File: config.mk
export PLATFORM = sky130hd
export DESIGN_NAME = wb_write_arbiter
export DESIGN_NICKNAME = d
export VERILOG_FILES = /design/src/rtl/wb_write_arbiter.sv
export SDC_FILE = /design/constraint.sdc
export NUM_CORES = 1
export LEC_CHECK = 0
export ABC_AREA = 1
export BUFFER_PORTS_ARGS = -buffer_cell sky130_fd_sc_hd__buf_2
export CORE_AREA = 2 2 154 156
export CTS_BUF_LIST = sky130_fd_sc_hd__clkbuf_8
export CTS_CLUSTER_DIAMETER = 60
export DETAILED_ROUTE_END_ITERATION = 7
export DIE_AREA = 0 0 156 158
export GPL_TIMING_DRIVEN = 1
export HOLD_SLACK_MARGIN = 0.03
export PLACE_DENSITY = 0.82
export SYNTH_ARGS = -nofsm -noshare
export SYNTH_HDL_FRONTEND = slang
export SYNTH_SLANG_ARGS = --single-unit
File: constraint.sdc
create_clock -name clk -period 3.3 [get_ports clk]
set_input_delay 0.165 -clock clk [delete_from_list [all_inputs] [get_ports clk]]
set_output_delay 0.165 -clock clk [all_outputs]
set_load 0.01 [all_outputs]
File: src/rtl/wb_write_arbiter.sv
// Writeback arbiter: buffers ALU (A) and LSU (M) results in two FIFOs and retires one per
// cycle into the registered regfile write port; also answers pending-write hazard queries.
module wb_write_arbiter #(
   parameter int ADDR_W       = 5,
   parameter int DATA_W       = 32,
   parameter int FIFO_DEPTH   = 4,
   parameter int STARVE_LIMIT = 3
) (
   input  logic              clk,
   input  logic              rst,
   input  logic              a_valid,
   output logic              a_ready,
   input  logic [ADDR_W-1:0] a_addr,
   input  logic [DATA_W-1:0] a_data,
   input  logic              m_valid,
   output logic              m_ready,
   input  logic [ADDR_W-1:0] m_addr,
   input  logic [DATA_W-1:0] m_data,
   output logic [ADDR_W-1:0] w_addr,
   output logic              write_request,
   output logic [DATA_W-1:0] w_data,
   input  logic [ADDR_W-1:0] q_addr,
   output logic              q_pending
);
   localparam int PTR_W = $clog2(FIFO_DEPTH);
   localparam int CNT_W = PTR_W + 1;
   localparam int STV_W = $clog2(STARVE_LIMIT + 1);
   localparam logic [CNT_W-1:0] DEPTH_C = CNT_W'(FIFO_DEPTH);
   localparam logic [STV_W-1:0] LIMIT_C = STV_W'(STARVE_LIMIT);

   // Index 0 is the ALU FIFO, index 1 the LSU FIFO.
   logic [ADDR_W-1:0] r_addr_mem [2][FIFO_DEPTH];
   logic [DATA_W-1:0] r_data_mem [2][FIFO_DEPTH];
   logic [PTR_W-1:0]  r_rd_ptr [2];
   logic [PTR_W-1:0]  r_wr_ptr [2];
   logic [CNT_W-1:0]  r_cnt [2];
   logic [STV_W-1:0]  r_starve;

   logic [1:0]        w_in_valid;
   logic [ADDR_W-1:0] w_in_addr [2];
   logic [DATA_W-1:0] w_in_data [2];
   logic [1:0]        w_ready;
   logic [1:0]        w_nempty;
   logic [1:0]        w_push;
   logic [1:0]        w_pop;
   logic              w_hit;

   // A slot holds a live entry when its distance from the read pointer is below the count.
   function automatic logic slot_live(input logic [CNT_W-1:0] cnt,
                                      input logic [PTR_W-1:0] rd,
                                      input int               slot);
      logic [PTR_W-1:0] off;
      off = PTR_W'(slot) - rd;
      return ({1'b0, off} < cnt);
   endfunction

   assign w_in_valid   = {m_valid, a_valid};
   assign w_in_addr[0] = a_addr;
   assign w_in_addr[1] = m_addr;
   assign w_in_data[0] = a_data;
   assign w_in_data[1] = m_data;
   assign a_ready      = w_ready[0];
   assign m_ready      = w_ready[1];

   // Per-FIFO ready/push/occupancy; x0 results are handshaken but never enqueued.
   always_comb begin
      w_ready  = 2'b00;
      w_nempty = 2'b00;
      w_push   = 2'b00;
      for (int i = 0; i < 2; i++) begin
         w_ready[i]  = rst && (r_cnt[i] < DEPTH_C);
         w_nempty[i] = (r_cnt[i] != {CNT_W{1'b0}});
         w_push[i]   = w_in_valid[i] && w_ready[i] && (w_in_addr[i] != {ADDR_W{1'b0}});
      end
   end

   // Arbitration: M has priority unless A has already lost STARVE_LIMIT times in a row.
   always_comb begin
      w_pop = 2'b00;
      if (w_nempty[0] && w_nempty[1]) begin
         if (r_starve == LIMIT_C) w_pop = 2'b01;
         else                     w_pop = 2'b10;
      end else if (w_nempty[1]) begin
         w_pop = 2'b10;
      end else if (w_nempty[0]) begin
         w_pop = 2'b01;
      end else begin
         w_pop = 2'b00;
      end
   end

   // Hazard query over every live FIFO slot; the output register is deliberately excluded.
   always_comb begin
      w_hit = 1'b0;
      for (int i = 0; i < 2; i++) begin
         for (int j = 0; j < FIFO_DEPTH; j++) begin
            w_hit = w_hit | (slot_live(r_cnt[i], r_rd_ptr[i], j) && (r_addr_mem[i][j] == q_addr));
         end
      end
      q_pending = rst && (q_addr != {ADDR_W{1'b0}}) && w_hit;
   end

   // FIFO storage; contents need no reset because occupancy is tracked by the counters.
   always_ff @(posedge clk) begin
      for (int i = 0; i < 2; i++) begin
         if (w_push[i]) begin
            r_addr_mem[i][r_wr_ptr[i]] <= w_in_addr[i];
            r_data_mem[i][r_wr_ptr[i]] <= w_in_data[i];
         end
      end
   end

   // FIFO pointers/counts, starvation counter and the registered write port.
   always_ff @(posedge clk) begin
      if (!rst) begin
         for (int i = 0; i < 2; i++) begin
            r_rd_ptr[i] <= {PTR_W{1'b0}};
            r_wr_ptr[i] <= {PTR_W{1'b0}};
            r_cnt[i]    <= {CNT_W{1'b0}};
         end
         r_starve      <= {STV_W{1'b0}};
         write_request <= 1'b0;
         w_addr        <= {ADDR_W{1'b0}};
         w_data        <= {DATA_W{1'b0}};
      end else begin
         for (int i = 0; i < 2; i++) begin
            r_cnt[i] <= r_cnt[i] + CNT_W'(w_push[i]) - CNT_W'(w_pop[i]);
            if (w_push[i]) r_wr_ptr[i] <= r_wr_ptr[i] + PTR_W'(1);
            if (w_pop[i])  r_rd_ptr[i] <= r_rd_ptr[i] + PTR_W'(1);
         end
         if (w_pop[0] || !w_nempty[0])          r_starve <= {STV_W{1'b0}};
         else if (w_pop[1] && r_starve != LIMIT_C) r_starve <= r_starve + STV_W'(1);
         else                                   r_starve <= r_starve;
         if (w_pop[0]) begin
            write_request <= 1'b1;
            w_addr        <= r_addr_mem[0][r_rd_ptr[0]];
            w_data        <= r_data_mem[0][r_rd_ptr[0]];
         end else if (w_pop[1]) begin
            write_request <= 1'b1;
            w_addr        <= r_addr_mem[1][r_rd_ptr[1]];
            w_data        <= r_data_mem[1][r_rd_ptr[1]];
         end else begin
            write_request <= 1'b0;
         end
      end
   end
endmodule
==> metrics.md <==
| Metric | Value |
|---|---|
| Layout Utilization | 0.729 |
| Final hold vios | 0 |
| Worst clock skew | 25.6 ps |
| Reg area | 10000 µm² |
| Top_reg_cell synth | edfxtp_1 |
| Max-slew violations | 0 |
| Die Area | 24600 µm² |
| Commonest cells post-synth | 367 x nand2_1, 304 x edfxtp_1, 68 x inv_1 |
| GR Overflow Total | 0 |
| Synth cell types | 36 |
| Yosys top cell by area | edfxtp_1 |
| Vias in the first global route | 9240 |
| Pwr Density | 751 nW/µm² |
| # rows | 56 |
| Placed insts | 1525 |
| Maximum VDD drop | 0.385 mV |
| Area growth from synthesis to layout | 19.0% |
| Reg clk slew, reported paths | 60 ps |
| H-tree levels | 2 |
| Final WL | 31900 µm |
| Mapped Cells | 1139 |
| Gpl congestion | 0.873 |
| CTS buffer count | 52 |
| DRT iter0 DRCs | 969 |
| Critical Path End Type | output port |
| Startpoint Class | register |
| DP Area | 15000 µm² |
| Synth Cell Area | 14100 µm² |
| Antenna violations before repair | 1 |
| RSZ-0062 raised after global routing | false |
| Synth warn | 0 |
| GRT Overall Usage | 0.261 |
| Synth Register Bits | 350 |
| PostCTS Resize Cnt | 0 |
| Core ar. | 23100 µm² |
| Setup CP Type | register to output port |
| Hpwl dp | 19900 µm |
| FMAX | 346 MHz |
| Total leakage power | 6.58 nW |
| Port buffer count | 123 |
| Async S/R FF share, synth | 0 |
| Nets | 1470 |
| CP Data Arrival Time | 2730 ps |
| Ratio of cells with drive above 1 in the final layout | 0.173 |
| Status | completed |
| Most instantiated library cell after synthesis | nand2_1 |
| Post-Syn Nets | 1245 |
| Routed Antenna Nets | 0 |
| # IOs | 124 |
| DRC violations left | 0 |
| Root Buffer | clkbuf_8 |
| Num Clock Sinks | 350 |
| Final Instance Area | 16800 µm² |
| Syn Area/Cell | 12.4 µm² |
| Routed len/inst | 18.8 µm |
| Post-synth EDFFs | 304 |
| # Max-Cap Violations | 0 |
| Clock buffer depth | 3 |
| Crit path time final | 2890 ps |
| CTS tree | built |
| Post-synthesis sequential area ratio | 0.712 |
| Die Ht | 158 µm |
| Initial core utilization | 0.612 |
| Footprint of the multi-input gates | 3570 µm² |
| Final setup viols | 0 |
| Setup TNS | 0 ps |
| Period utilization | 0.876 |
| Synth top area share | 0.647 |
| Largest net degree at the start of global routing | 38 |
| Die X | 156 µm |
| Slew margin rel. | 0.366 |
| # fillers | 1455 |
| Req. time, crit path | 3130 ps |
| Synth area leaders | edfxtp_1 65%, nand2_1 9.8%, dfxtp_1 6.5% |
| Pwr Total | 12.6 mW |
| Vias after detailed routing | 9455 |
| Worst skew pair latency | 590 ps |
| Post-Layout Cell Count | 1699 |
| Initial DRT Pass Iterations | 6 |
| Worst Hold Class | primary input to register |
| First-pass GRT wire length | 48700 µm |
| Avg Vias per Cell | 5.57 |
| Tightest Pin Transition | 949 ps |
| Worst-path maximum fanout | 6 |
## power by group
part	switching, mW	leakage, nW	internal, mW
Combinational	2.54	2.86	1.21
Clock	1.61	0.578	1.71
Sequential	0.269	3.15	5.28
Total	4.42	6.58	8.20
## final timing paths
path / startpoint / end / slack, ps / cells past startpoint
setup / recovery: r_rd_ptr[0][0] / q_pending / 410 / 11
hold / removal: a_data[12] / r_data_mem[0][12] / 320 / 2
setup reg to reg: r_cnt[0][1] / r_cnt[0][5] / 690 / 11
hold reg to reg: w_data[27] / w_data[27] / 470 / 2
## flip-flops by register name (all words and copies together), names as in the netlist
register       count
r_wr_ptr           4
write_request      1
r_addr_mem        40
r_rd_ptr           4
w_data            32
r_data_mem       256
r_starve           2
w_addr             5
r_cnt              6
## final cells by class
| cell class | count | area share |
|---|---|---|
| inverter | 76 | 0.0170 |
| multi-input combinational | 670 | 0.212 |
| timing repair buffer | 214 | 0.0915 |
| clock inverter | 42 | 0.0139 |
| antenna | 2 | 0.000298 |
| tap | 290 | 0.0216 |
| sequential | 350 | 0.598 |
| clock buffer | 55 | 0.0451 |
## repair_timing
action	in CTS	in global routing
endpoints found under the setup margin	0	0
hold buffers	75	0
endpoints found under the hold margin	308	0
setup buffers	0	0
## cells by family (layout without fill, tap and decap cells)
logic type / Yosys count / in the layout / synth area share
AND/OR/NAND/NOR: 506 / 506 / 0.152
adder cells (fa/ha/maj): 23 / 23 / 0.0215
buffers and inverters: 119 / 387 / 0.0397
XOR/XNOR: 33 / 33 / 0.0205
AO/OA/AOI/OAI: 108 / 108 / 0.0548
flip-flops: 350 / 350 / 0.712
other: 0 / 2 / 0
## stage by stage
step | setup WS, ps | hold WS [ps]
5_1_grt | 267 | 311
3_3_place_gp | 874 | 376
4_1_cts | 402 | 299
6_report | 408 | 322
2_1_floorplan | 480 | 264
3_5_place_dp | 776 | 380
## worst max-delay path, cell delays in order (launching register included)
cell and delay, ps:
edfxtp_1 530, nor2_2 200, inv_1 50, nand2_1 110, ha_1 240, a21boi_0 130, o21ai_0 190, nand3_1 100
nand2_1 70, nor2_1 50, a21oi_1 270, buf_2 200
## cells in the final DEF (no fill, tap or decap), types with 4 or more instances in the layout
cell type	netlist	layout
nor2_1	51	42
nor2_4	4	12
dfxtp_1	46	46
ha_1	21	21
o21ai_1	11	11
nand3_1	19	19
nand4_1	48	48
nor3_1	9	9
xnor2_1	17	17
edfxtp_1	304	304
xor2_1	16	16
clkinv_1	0	12
buf_2	22	123
dlygate4sd3_1	0	75
inv_2	8	8
nand2_1	367	367
a22oi_1	47	47
buf_4	11	12
clkinv_2	0	6
a22oi_2	9	9
o21ai_0	13	13
clkbuf_8	0	55
buf_12	0	4
a21oi_1	13	13
a22o_1	5	5
inv_1	68	87
## per-layer routing
metal / global-route usage / share of wire / vias up
met3: 0.0468 / 0.074 / 73
met1: 0.355 / 0.41 / 4510
met4: 0.109 / 0.031 / 0
met5: 0 / 0 / -
met2: 0.423 / 0.49 / 445
li1: - / - / 4427
(Power assumes the default switching activity.)
